--- src/rtl/instr_fetch_unit.sv ---
// -----------------------------------------------------------------------------
// instr_fetch_unit
//
// Purpose:
//   Consumer end of the program-counter interface. Takes one fetch address at a
//   time, issues a single-outstanding read to instruction memory over a
//   valid/ready request channel, and hands the fetched word to decode over a
//   valid/ready channel. A flush (taken jump/branch) discards whatever is in
//   flight or held. A memory access that never answers is abandoned after
//   TIMEOUT_CYCLES and replaced by an error-tagged NOP.
//
// Optional feature (compile-time macro FETCH_MISALIGN_CHECK_EN):
//   When defined, a fetch whose address is not word aligned never reaches
//   memory; it is answered directly with an error-tagged NOP.
//
// Ports:
//   clk, resetN                  clock, asynchronous active-low reset
//   fetchReq/fetchAddr/fetchReady   fetch request from PC logic
//   flush                        discard in-flight or held instruction
//   memReqValid/memReqAddr/memReqReady   memory read request channel
//   memRespValid/memRespData     memory read response
//   instrValid/instr/instrPc/instrErr/instrReady   instruction to decode
//
// All outputs are driven from state and registers only.
// -----------------------------------------------------------------------------
module instr_fetch_unit #(
  parameter int                ADDR_W         = 32,
  parameter int                DATA_W         = 32,
  parameter int                TIMEOUT_CYCLES = 16,
  parameter logic [DATA_W-1:0] NOP_WORD       = 'h00000013
) (
  input  logic              clk,
  input  logic              resetN,
  input  logic              fetchReq,
  input  logic [ADDR_W-1:0] fetchAddr,
  output logic              fetchReady,
  input  logic              flush,
  output logic              memReqValid,
  output logic [ADDR_W-1:0] memReqAddr,
  input  logic              memReqReady,
  input  logic              memRespValid,
  input  logic [DATA_W-1:0] memRespData,
  output logic              instrValid,
  output logic [DATA_W-1:0] instr,
  output logic [ADDR_W-1:0] instrPc,
  output logic              instrErr,
  input  logic              instrReady
);

  localparam int              CNT_W   = $clog2(TIMEOUT_CYCLES);
  localparam logic [CNT_W-1:0] CNT_MAX = CNT_W'(TIMEOUT_CYCLES - 1);

  typedef enum logic [2:0] {
    IDLE,
    REQ,
    WAIT,
    DRAIN,
    HOLD
  } state_t;

  state_t              state_q, state_d;
  logic [ADDR_W-1:0]   addr_q, addr_d;
  logic [DATA_W-1:0]   instr_q, instr_d;
  logic                err_q, err_d;
  logic [CNT_W-1:0]    cnt_q, cnt_d;
  logic                flush_pend_q, flush_pend_d;

  logic                timeout;
  logic [CNT_W-1:0]    cnt_inc;

  // The counter parks at CNT_MAX instead of wrapping.
  assign timeout = (cnt_q == CNT_MAX);
  assign cnt_inc = timeout ? cnt_q : cnt_q + CNT_W'(1);

  // NOTE: every signal written here gets a default first, so no path leaves
  // one unassigned and no latch is inferred.
  always_comb begin
    state_d      = state_q;
    addr_d       = addr_q;
    instr_d      = instr_q;
    err_d        = err_q;
    cnt_d        = cnt_q;
    flush_pend_d = flush_pend_q;

    case (state_q)
      IDLE: begin
        // flush has no effect here; a simultaneous fetch is still taken.
        flush_pend_d = 1'b0;
        if (fetchReq) begin
          addr_d = fetchAddr;
`ifdef FETCH_MISALIGN_CHECK_EN
          if (fetchAddr[1:0] != 2'b00) begin
            instr_d = NOP_WORD;
            err_d   = 1'b1;
            state_d = HOLD;
          end else begin
            state_d = REQ;
          end
`else
          state_d = REQ;
`endif
        end
      end

      REQ: begin
        // The request cannot be withdrawn once raised, so a flush seen while
        // waiting for memReqReady is remembered and applied on acceptance.
        if (memReqReady) begin
          cnt_d        = '0;
          flush_pend_d = 1'b0;
          state_d      = (flush || flush_pend_q) ? DRAIN : WAIT;
        end else if (flush) begin
          flush_pend_d = 1'b1;
        end
      end

      WAIT: begin
        cnt_d = cnt_inc;
        if (memRespValid) begin
          if (flush) begin
            state_d = IDLE;
          end else begin
            instr_d = memRespData;
            err_d   = 1'b0;
            state_d = HOLD;
          end
        end else if (flush) begin
          // Response still owed by memory; swallow it in DRAIN.
          state_d = DRAIN;
        end else if (timeout) begin
          instr_d = NOP_WORD;
          err_d   = 1'b1;
          state_d = HOLD;
        end
      end

      DRAIN: begin
        cnt_d = cnt_inc;
        if (memRespValid || timeout) begin
          state_d = IDLE;
        end
      end

      HOLD: begin
        if (flush || instrReady) begin
          state_d = IDLE;
        end
      end

      default: state_d = IDLE;
    endcase
  end

  // NOTE: sequential state uses non-blocking assignments so every register
  // updates from the same pre-edge values.
  always_ff @(posedge clk or negedge resetN) begin
    if (!resetN) begin
      state_q      <= IDLE;
      addr_q       <= '0;
      instr_q      <= '0;
      err_q        <= 1'b0;
      cnt_q        <= '0;
      flush_pend_q <= 1'b0;
    end else begin
      state_q      <= state_d;
      addr_q       <= addr_d;
      instr_q      <= instr_d;
      err_q        <= err_d;
      cnt_q        <= cnt_d;
      flush_pend_q <= flush_pend_d;
    end
  end

  assign fetchReady  = (state_q == IDLE);
  assign memReqValid = (state_q == REQ);
  assign memReqAddr  = addr_q;
  assign instrValid  = (state_q == HOLD);
  assign instr       = instr_q;
  assign instrPc     = addr_q;
  assign instrErr    = err_q;

endmodule
--- config.mk ---
export PLATFORM = sky130hd
export DESIGN_NAME = instr_fetch_unit
export DESIGN_NICKNAME = d
export VERILOG_FILES = /design/src/rtl/instr_fetch_unit.sv
export SDC_FILE = /design/constraint.sdc
export NUM_CORES = 1
export LEC_CHECK = 0
export ABC_AREA = 1
export CORE_AREA = 2 2 102 104
export DETAILED_ROUTE_END_ITERATION = 12
export DIE_AREA = 0 0 104 106
export GPL_ROUTABILITY_DRIVEN = 0
export GPL_TIMING_DRIVEN = 1
export PLACE_DENSITY = 0.77
export SLEW_MARGIN = 20
export SYNTH_ARGS = -nofsm -noshare
export SYNTH_HDL_FRONTEND = slang
export SYNTH_SLANG_ARGS = --single-unit
--- constraint.sdc ---
create_clock -name clk -period 4.05 [get_ports clk]
set_input_delay 0.405 -clock clk [delete_from_list [all_inputs] [get_ports clk]]
set_output_delay 0.405 -clock clk [all_outputs]
set_load 0.02 [all_outputs]
Word level (Yosys, flattened, before mapping):

Cells that the tools add are included.

* input bits: 71
* output and inout port bits: 100
* register bits after elaboration: 73
* logic and storage cells: 57

* bitwise logic cells: 1
* reduce and logical (&&, ||, !) cells: 13
* $add $sub $neg: 1
* equal/unequal tests: 12
* multiplexer cells: 24

Operators with widths (number)
* two-way mux 32 bit: 4
* two-way mux 3 bit: 8
* one-hot mux 3 bit (5 select lines): 1
* two-way mux 4 bit: 2
* one-hot mux 4 bit (2 select lines): 1
* two-way mux 1 bit: 7
* equality test 3 x 2 -> 1 bit (second input constant): 2
* != test 2 bit (second input constant): 3
* AND reduction 3 bit: 2
* nonzero test 2 bit: 3
* AND reduction 5 bit: 1
* adder 4 x 1 -> 4 bit (second input constant): 1
* equality test 4 bit (second input constant): 1
* != test 2 x 1 -> 1 bit (second input constant): 2
* != test 4 bit (second input constant): 1
* AND reduction 2 bit: 2
* equality test 3 x 1 -> 1 bit (second input constant): 1
* equality test 3 bit (second input constant): 1
* zero test 3 bit: 1
* logical OR 1 bit: 3
* != test 3 x 2 -> 1 bit (second input constant): 1
* one-hot mux 1 bit (2 select lines): 1
* OR reduction 2 bit: 1
* NOT 1 bit: 1

Depth between registers and ports, before layout:

Gate-level depths: netlist of run 1.

* word-level depth: 5
* mapped depth: 7
* mapped depth without buffers: 7

Worst setup path after synthesis of run 1:

No wires, ideal clock.

* kind: register -> output
* start point: register state_q[2]
* end point: output port memReqValid
* cell stages (with the launch flop): 4
* data arrival time: 1.020 ns
* data required time: 3.645 ns
* setup slack: 2.625 ns
* buffers on the path: 0
* path through: dfrtp_1 > nor2_2 > inv_2 > nor2_1

* cells in the longest elaborated chain, start to end: 1

Ends and longest elaborated chain
* start, declared: RTL line 61 `state_t state_q, state_d;`
* start signal, assigned: RTL line 165 `state_q <= state_d;`
* equality test 3 x 1 -> 1 bit: RTL line 175 `assign memReqValid = (state_q == REQ);`
* end, declared: RTL line 38 `output logic memReqValid,`

No other way between the ends.

Final worst setup path of run 1:

* start point: register state_q[2]
* end point: output port fetchReady

* cells in the longest elaborated chain, start to end: 1

Ends and longest elaborated chain
* zero test 3 bit: RTL line 174 `assign fetchReady = (state_q == IDLE);`
* end, declared: RTL line 36 `output logic fetchReady,`

No other way between the ends.

==> summary.md, run 1 <==
| Metric | Value |
|---|---|
| Run status | completed |
| Maximum number of buffers from clock root to sink | 2 |
| Die width | 104 µm |
| DIE HEIGHT | 106 µm |
| Count of antenna-violating nets left after detailed routing | 0 |
| Maximum Capacitance Violations | 0 |
| Post-CTS setup buffer count | 0 |
| I/O pins | 171 |
| Highest Clock Rate | 382.2 MHz |
| Post-route clock period utilization | 0.6461 |
| Fin. max-slew vios | 0 |
| Worst Tran Pin Value | 915.3 ps |
| Post-synthesis cell count | 384 |
| Cell Chain, Critical Path | nor2_2 -> inv_2 -> nor2_8 -> clkdlybuf4s50_1 |
| Final wirelength | 8.618 mm |
| Final setup violating endpoints | 0 |
| Cell at the root of the clock tree | sky130_fd_sc_hd__clkbuf_8 |
| Post-synth cell types | 25 |
| Startpoint Class | register |
| Growth of design area from synthesis to finish | 52.77% |
| Layout filler cell count | 931 |
| Leakage | 2.450 nW |
| Congestion Overflow GR | 0 |
| Synth Cell Area | 0.003324 mm² |
| Antenna violations before repair | 0 |
| Wire length of the first global-routing pass | 14.18 mm |
| IR Drop Worst-Case VDD | 0.3250 mV |
| Clock latency on the worst-skew pair | 340 ps |
| Maximum fanout count along the critical path | 34 |
| Cts hold-fix bufs | 0 |
| Required time of the critical path | 3640 ps |
| CP arrival | 2210 ps |
| Area of the die | 0.01102 mm² |
| Net count after synthesis | 456 |
| Routed via count | 2,974 |
| Final Hold Viols | 0 |
| Maximum number of pins on one net before global-route repair | 74 |
| Mean Syn Cell Area | 8.657 µm² |
| Sum of negative setup slack | 0 ps |
| Proportion of layout cells with a drive suffix above 1 | 0.05736 |
| Number of enable-type register cells in the synthesized netlist | 0 |
| Routed wire per std cell | 13.08 µm |
| Per-cell via count in the routed design | 4.513 |
| Clk sinks | 73 |
| Net count, final | 590 |
| Global routing usage summed across all routing layers | 0.1573 |
| Quantity of gates resized following cts | 0 |
| Total Power Consumption | 4.244 mW |
| H-tree levels | 3 |
| Final non-filler cell total | 659 |
| Cell row count | 37 |
| Sequential fraction of the synthesis area | 0.5495 |
| Antenna diode count | 0 |
| Clock edge transition at the registers on the reported setup and hold paths | 70 ps |
| PD cells | 835.6 mW/mm² |
| Register bit total from synthesis | 73 |
| Unrepaired setup endpoints after global routing | no |
| Clock tree from TritonCTS | done |
| Area of the core | 0.01000 mm² |
| Most frequently used flop master after synthesis | sky130_fd_sc_hd__dfrtp_1 |
| Total instance count after detailed placement | 643 |
| Category of the worst setup path capture point | output pin |
| Proportion of synthesized flip-flops having asynchronous set or reset | 1.000 |
| Starting DRC count in detailed routing | 120 |
| Initial cell density of the core | 0.3325 |
| Yosys Warn Count | 0 |
| Hold crit path type | input port to async pin |
| Type of the setup path with the least slack | register to output pin |
| First-pass iteration count of the detailed router | 4 |
| Post-route clock skew | 7.887 ps |
| Total clock buffers created by CTS | 9 |
| Number of DRC violations after detailed routing | 0 |
| Worst slew margin relative to its limit | 0.3898 |
| Critical path's slowest cell | sky130_fd_sc_hd__clkdlybuf4s50_1 |
| Final min period | 2617 ps |
| Vias in the first global route | 2,903 |
| Stage delay of the slowest cell on the critical path | 700 ps |
| Sum of net half-perimeters after detailed placement | 6.322 mm |
| # port buffers | 170 |
flip-flops by register name, summed over array words and instances, names as in the netlist:
| register | flops |
|---|---|
| instr | 32 |
| instrErr | 1 |
| instrPc | 32 |
| flush_pend_q | 1 |
| cnt_q | 4 |
| state_q | 3 |
power breakdown:
part	switching [mW]	internal [mW]	leakage (nW)
clock network	0.264	0.363	0.113
registers	0.265	1.07	0.915
logic	1.22	1.05	1.42
layer usage:
layer  part of all wire  vias to the layer above  GRT usage  routed length, µm
met5                  0                        -          0                  0
met4             0.0096                        0    0.04633                 83
met3              0.071                       12    0.04414                612
met2               0.50                      128     0.2763               4286
met1               0.42                     1405     0.1883               3636
li1                   -                     1429          -                  -
Yosys cell counts, drive strengths merged, types with 2 or more instances:
cell type | n | area [µm²]
nand3 | 42 | 210.2
inv | 14 | 52.55
dfrtp | 73 | 1827
o21ai | 8 | 51.30
a31oi | 2 | 12.51
clkbuf | 3 | 11.26
nand2 | 174 | 663.1
buf | 46 | 339.1
nor2 | 14 | 73.82
cell type report:
type / instances / area, µm² / share of cell area
repair buffers: 172 / 1714 / 0.3375
clock buffers: 11 / 141.4 / 0.02784
inverters: 14 / 52.55 / 0.01035
multi-input cells: 248 / 1095 / 0.2156
flip-flops and latches: 73 / 1827 / 0.3597
clock inverters: 5 / 78.83 / 0.01552
well taps: 136 / 170.2 / 0.03351
final timing paths:
check / depth (start not counted) / slack, ps / from / endpoint
max in group asynchronous: 1 / 3260 / resetN / instr[10]$_DFFE_PN0P_
min in group clk: 2 / 480 / instr[20]$_DFFE_PN0P_ / instr[20]$_DFFE_PN0P_
worst min-delay path: 1 / 200 / resetN / instrPc[27]$_DFFE_PN0P_
worst max-delay path: 4 / 1430 / state_q[2]$_DFFE_PN0P_ / fetchReady
worst max register to register: 5 / 2170 / cnt_q[0]$_DFFE_PN0P_ / instr[1]$_DFFE_PN0P_
worst min register to register: 2 / 480 / instr[20]$_DFFE_PN0P_ / instr[20]$_DFFE_PN0P_
worst max-delay path: cells and delay by family, from the launching register on:
kind,cells,cell delay (ps)
buffers and inverters,2,800
DFF,1,450
and+or+nand+nor,2,590
cell usage in the layout (no fill, tap or decap), types with 2 or more instances in the layout:
cell type	netlist	layout
sky130_fd_sc_hd__nand2_1	172	172
sky130_fd_sc_hd__clkdlybuf4s50_1	0	169
sky130_fd_sc_hd__dfrtp_1	73	73
sky130_fd_sc_hd__nand3_1	42	42
sky130_fd_sc_hd__inv_1	11	11
sky130_fd_sc_hd__nor2_1	11	11
sky130_fd_sc_hd__clkbuf_8	0	10
sky130_fd_sc_hd__o21ai_0	7	7
sky130_fd_sc_hd__inv_2	3	3
sky130_fd_sc_hd__buf_4	36	3
sky130_fd_sc_hd__nor2_2	2	2
sky130_fd_sc_hd__a31oi_1	2	2
sky130_fd_sc_hd__clkinv_2	0	2
sky130_fd_sc_hd__bufinv_16	0	2
cell families (layout without fill, tap and decap cells):
family / after synthesis / in the layout / share of synthesized area
simple gates: 234 / 234 / 0.3000
flops: 73 / 73 / 0.5495
buf+inv: 63 / 202 / 0.1212
compound gates: 12 / 12 / 0.02296
fa+ha+maj: 1 / 1 / 0.003763
xor+xnor: 1 / 1 / 0.002635
metrics by stage:
step	utilization	cell area (µm²)	setup slack, ps	hold WS [ps]
2_1_floorplan	-	3324	2625	109.4
3_3_place_gp	0.4859	4858	1875	452.6
3_5_place_dp	0.4859	4858	1814	457.2
4_1_cts	0.5079	5079	1437	230.9
5_1_grt	0.5079	5079	1322	270.6
6_report	0.5079	5079	1433	203.8
Note: power is estimated with default switching activity, not from simulation.
==> inputs of run 2 (changes only) <==
- PLACE_DENSITY: 0.77 -> 0.79
- clock period: 4.05 -> 2.3 ns (I/O delays scaled with it)
==> summary.md, run 2 (synthesized netlist as in run 1, its figures left out) <==
| Metric | Value |
|---|---|
| Initial cell density of the core | 0.3325 |
| Cell Chain, Critical Path | nor2_2 -> inv_2 -> nor2_8 -> clkdlybuf4s50_1 |
| Congestion Overflow GR | 0 |
| Clock edge transition at the registers on the reported setup and hold paths | 80 ps |
| Post-route clock skew | 11.81 ps |
| Per-cell via count in the routed design | 4.445 |
| Worst slew margin relative to its limit | 0.3873 |
| Net Sw Power | 3.065 mW |
| Maximum fanout count along the critical path | 15 |
| Hold crit path type | input port to async pin |
| Sum of net half-perimeters after detailed placement | 6.275 mm |
| Proportion of layout cells with a drive suffix above 1 | 0.06107 |
| Post-route clock period utilization | 0.9532 |
| Clock latency on the worst-skew pair | 340 ps |
| Required time of the critical path | 2070 ps |
| Leading cell types in the layout, fill and taps excluded | 172 x sky130_fd_sc_hd__nand2_1, 169 x sky130_fd_sc_hd__clkdlybuf4s50_1, 72 x sky130_fd_sc_hd__dfrtp_1 |
| Antenna diode count | 0 |
| DIE HEIGHT | 106 µm |
| Reg power frac | 0.311 |
| Highest Clock Rate | 456.2 MHz |
| H-tree levels | 3 |
| Share of the core filled with cells | 0.5111 |
| Vias in the first global route | 2,903 |
| Maximum number of pins on one net before global-route repair | 74 |
| # port buffers | 170 |
| PD cells | 1483 mW/mm² |
| Startpoint Class | register |
| Maximum number of buffers from clock root to sink | 2 |
| Antenna violations before repair | 0 |
| Area of the core | 0.01000 mm² |
| Clock tree from TritonCTS | done |
| Critical path's slowest cell | sky130_fd_sc_hd__clkdlybuf4s50_1 |
| Die width | 104 µm |
| Growth of design area from synthesis to finish | 53.74% |
| Total clock buffers created by CTS | 9 |
| Final min period | 2192 ps |
| Cts hold-fix bufs | 0 |
| Final wirelength | 8.437 mm |
| Quantity of gates resized following cts | 0 |
| Maximum Capacitance Violations | 0 |
| Number of DRC violations after detailed routing | 0 |
| IR Drop Worst-Case VDD | 0.6122 mV |
| Total instance count after detailed placement | 644 |
| Post-CTS setup buffer count | 0 |
| Unrepaired setup endpoints after global routing | no |
| Area of the die | 0.01102 mm² |
| CP arrival | 1960 ps |
| Fin. max-slew vios | 0 |
| Type of the setup path with the least slack | register to output pin |
| Cell-internal power | 4.512 mW |
| Cell row count | 37 |
| Wire length of the first global-routing pass | 14.03 mm |
| First-pass iteration count of the detailed router | 4 |
| Category of the worst setup path capture point | output pin |
| Most common library cell in the layout ignoring fill and taps | sky130_fd_sc_hd__nand2_1 |
| I/O pins | 171 |
| Global routing usage summed across all routing layers | 0.1563 |
| Starting DRC count in detailed routing | 170 |
| Count of antenna-violating nets left after detailed routing | 0 |
| Routed via count | 2,934 |
| Cell at the root of the clock tree | sky130_fd_sc_hd__clkbuf_8 |
| Proportion of power drawn by the clock network | 0.160 |
| Part of the power in combinational logic | 0.529 |
| Total Power Consumption | 7.577 mW |
| Routed wire per std cell | 12.78 µm |
| Run status | completed |
| Final non-filler cell total | 660 |
| Final setup violating endpoints | 0 |
| Final Hold Viols | 0 |
| Net count, final | 591 |
| Leakage | 2.461 nW |
| Sum of negative setup slack | 0 ps |
| Stage delay of the slowest cell on the critical path | 650 ps |
| Worst Tran Pin Value | 919.1 ps |
| Switching power as a share of total power | 0.4045 |
| Clk sinks | 73 |
run 2: cell types whose count changed in the layout (fill, tap and decap cells not counted), sizes merged:
cell / change
clkinvlp: +1
clkinv: -2
buf: +1
bufinv: +1
run 2: area by class of cell:
type	instances	area [µm²]
fillers	928	4888
repair buffers	173	1722
multi-input cells	248	1095
clock inverters	5	102.6
inverters	14	52.55
flip-flops and latches	73	1828
well taps	136	170.2
clock buffers	11	141.4
run 2: power by group through the flow:
stage	logic [mW]	registers, mW	clock network (mW)
final	4.01	2.35	1.21
after global routing	4.30	2.44	1.32
after CTS	4.06	2.36	1.26
after detailed placement	4.06	2.37	0
after global placement	3.98	2.35	0
after floorplan	1.79	2.96	0
run 2: worst paths after layout:
path / startpoint / to / slack [ps] / depth (start not counted)
hold reg to reg: instr[6]$_DFFE_PN0P_ / instr[6]$_DFFE_PN0P_ / 480 / 2
setup / recovery: state_q[1]$_DFFE_PN0P_ / fetchReady / 110 / 4
hold / removal: resetN / instrPc[22]$_DFFE_PN0P_ / 20 / 1
max in group asynchronous: resetN / state_q[0]$_DFFE_PN0P_ / 1630 / 1
min in group clk: memRespData[19] / instr[19]$_DFFE_PN0P_ / 420 / 3
setup reg to reg: cnt_q[0]$_DFFE_PN0P_ / instr[1]$_DFFE_PN0P_ / 410 / 5
run 2: layer usage:
metal	vias to the layer above	wire length, µm	track usage
li1	1434	-	-
met1	1347	3551	0.2001
met2	135	3987	0.2472
met3	18	741	0.05150
met4	0	157	0.05888
met5	-	0	0
run 2: worst max-delay path, delay by kind of cell, from the launching register on:
family,cells,cell delay (ps)
buffers and inverters,2,750
DFF,1,430
and+or+nand+nor,2,430
run 2: stage by stage:
step	setup WS (ps)	hold WS (ps)	instance area, µm²
4_1_cts	17.43	52.28	5110
6_report	107.7	22.34	5111
2_1_floorplan	935.2	-65.59	3324
3_5_place_dp	372.8	431.4	4866
3_3_place_gp	458.8	419.7	4866
5_1_grt	2.849	73.51	5111
==> inputs of run 3 (changes only) <==
- PLACE_DENSITY: 0.79 -> 0.77
- clock period: 2.3 -> 2.5 ns (I/O delays scaled with it)
==> summary.md, run 3 (synthesized netlist as in run 1, its figures left out) <==
| Metric | Value |
|---|---|
| Total Power Consumption | 6.983 mW |
| First-pass iteration count of the detailed router | 4 |
| Category of the worst setup path capture point | output pin |
| Worst-case setup margin in the final layout | 211.9 ps |
| Vias in the first global route | 2,897 |
| Per-cell via count in the routed design | 4.496 |
| Reg2Reg Launch Point | cnt_q[0]$_DFFE_PN0P_ |
| Final setup violating endpoints | 0 |
| DIE HEIGHT | 106 µm |
| Routed via count | 2,963 |
| Wire length of the first global-routing pass | 13.93 mm |
| Routed wire per std cell | 12.86 µm |
| Worst slew margin relative to its limit | 0.4002 |
| Quantity of gates resized following cts | 0 |
| Proportion of layout cells with a drive suffix above 1 | 0.05927 |
| Congestion Overflow GR | 0 |
| Initial cell density of the core | 0.3325 |
| Clock tree from TritonCTS | done |
| Clock latency on the worst-skew pair | 340 ps |
| Unrepaired setup endpoints after global routing | no |
| Required time of the critical path | 2250 ps |
| Most common library cell in the layout ignoring fill and taps | sky130_fd_sc_hd__nand2_1 |
| Cell at the root of the clock tree | sky130_fd_sc_hd__clkbuf_8 |
| Growth of design area from synthesis to finish | 53.63% |
| Highest Clock Rate | 437.0 MHz |
| Setup WS pre-CTS | 536.6 ps |
| I/O pins | 171 |
| Hold crit path type | input port to async pin |
| Cell Chain, Critical Path | inv_1 -> nor2_1 -> clkdlybuf4s50_1 |
| Leakage | 2.464 nW |
| FF-to-FF setup slack | 560 ps |
| Total clock buffers created by CTS | 9 |
| Layout filler cell count | 939 |
| Fin. max-slew vios | 0 |
| Cts hold-fix bufs | 0 |
| Maximum number of pins on one net before global-route repair | 74 |
| Maximum fanout count along the critical path | 7 |
| Antenna violations before repair | 0 |
| Maximum number of buffers from clock root to sink | 2 |
| Area of the core | 0.01000 mm² |
| Number of DRC violations after detailed routing | 0 |
| Post-route clock skew | 8.203 ps |
| Leading cell types in the layout, fill and taps excluded | 172 x sky130_fd_sc_hd__nand2_1, 169 x sky130_fd_sc_hd__clkdlybuf4s50_1, 73 x sky130_fd_sc_hd__dfrtp_1 |
| Count of antenna-violating nets left after detailed routing | 0 |
| Run status | completed |
| Worst setup path start | state_q[0]$_DFFE_PN0P_ |
| Post-CTS setup buffer count | 0 |
| Startpoint Class | register |
| # port buffers | 170 |
| IR Drop Worst-Case VDD | 0.5178 mV |
| Clk sinks | 73 |
| Worst Tran Pin Value | 899.7 ps |
| Final wirelength | 8.474 mm |
| Sum of negative setup slack | 0 ps |
| Net count, final | 591 |
| Stage delay of the slowest cell on the critical path | 650 ps |
| Type of the setup path with the least slack | register to output pin |
| Post-route clock period utilization | 0.9153 |
| Starting DRC count in detailed routing | 105 |
| Maximum Capacitance Violations | 0 |
| Die width | 104 µm |
| Clock edge transition at the registers on the reported setup and hold paths | 80 ps |
| H-tree levels | 3 |
| Cell row count | 37 |
| Final Hold Viols | 0 |
| CP arrival | 2040 ps |
| Global routing usage summed across all routing layers | 0.1561 |
| Final min period | 2288 ps |
| Sum of net half-perimeters after detailed placement | 6.280 mm |
| Antenna diode count | 0 |
| Critical path's slowest cell | sky130_fd_sc_hd__clkdlybuf4s50_1 |
| Area of the die | 0.01102 mm² |
| PD cells | 1367 mW/mm² |
[run 3: cell count changes in the layout (fill, tap and decap cells not counted)]
| cell | change |
|---|---|
| sky130_fd_sc_hd__clkinv_4 | +1 |
| sky130_fd_sc_hd__dfrtp_1 | +1 |
| sky130_fd_sc_hd__clkinvlp_4 | -1 |
| sky130_fd_sc_hd__clkbuf_1 | -1 |
| sky130_fd_sc_hd__dfrtp_2 | -1 |
[run 3: where the power goes]
group	switching, mW	leakage (nW)	internal [mW]
clock network	0.428	0.122	0.685
registers	0.419	0.915	1.74
logic	1.99	1.43	1.72
[run 3: worst paths after layout]
check / depth (start not counted) / to
setup reg to reg: 5 / instr[1]$_DFFE_PN0P_
hold reg to reg: 2 / instr[26]$_DFFE_PN0P_
min in group clk: 3 / instr[29]$_DFFE_PN0P_
hold / removal: 1 / instrPc[29]$_DFFE_PN0P_
setup / recovery: 3 / memReqValid
max in group asynchronous: 1 / instr[12]$_DFFE_PN0P_
[run 3: metrics by stage]
step	instance area [µm²]	utilization	instances	hold slack, ps
2_1_floorplan	3324	-	384	-45.59
4_1_cts	5107	0.5108	659	68.09
6_report	5107	0.5108	659	34.41
5_1_grt	5107	0.5108	659	103.1
3_3_place_gp	4866	0.4866	644	433.9
3_5_place_dp	4866	0.4866	644	451.8
[run 3: area by class of cell]
type                    instances  area (µm²)  share of cell area
clock inverters                 5       103.9             0.02033
clock buffers                  10       137.6             0.02695
inverters                      14       52.55             0.01029
multi-input cells             248        1095              0.2144
well taps                     136       170.2             0.03332
repair buffers                173        1722              0.3371
flip-flops and latches         73        1827              0.3577
[run 3: critical path, delay by kind of cell (launching register included)]
| kind | cells | cell delay, ps |
|---|---|---|
| buf+inv | 2 | 850 |
| flops | 1 | 630 |
| simple gates | 1 | 220 |
[run 3: routing by layer]
layer	global-route usage	vias to the layer above	part of all wire
met2	0.2711	120	0.49
met5	0	-	0
met4	0.05502	0	0.0085
met3	0.05212	9	0.093
li1	-	1429	-
met1	0.1804	1405	0.41
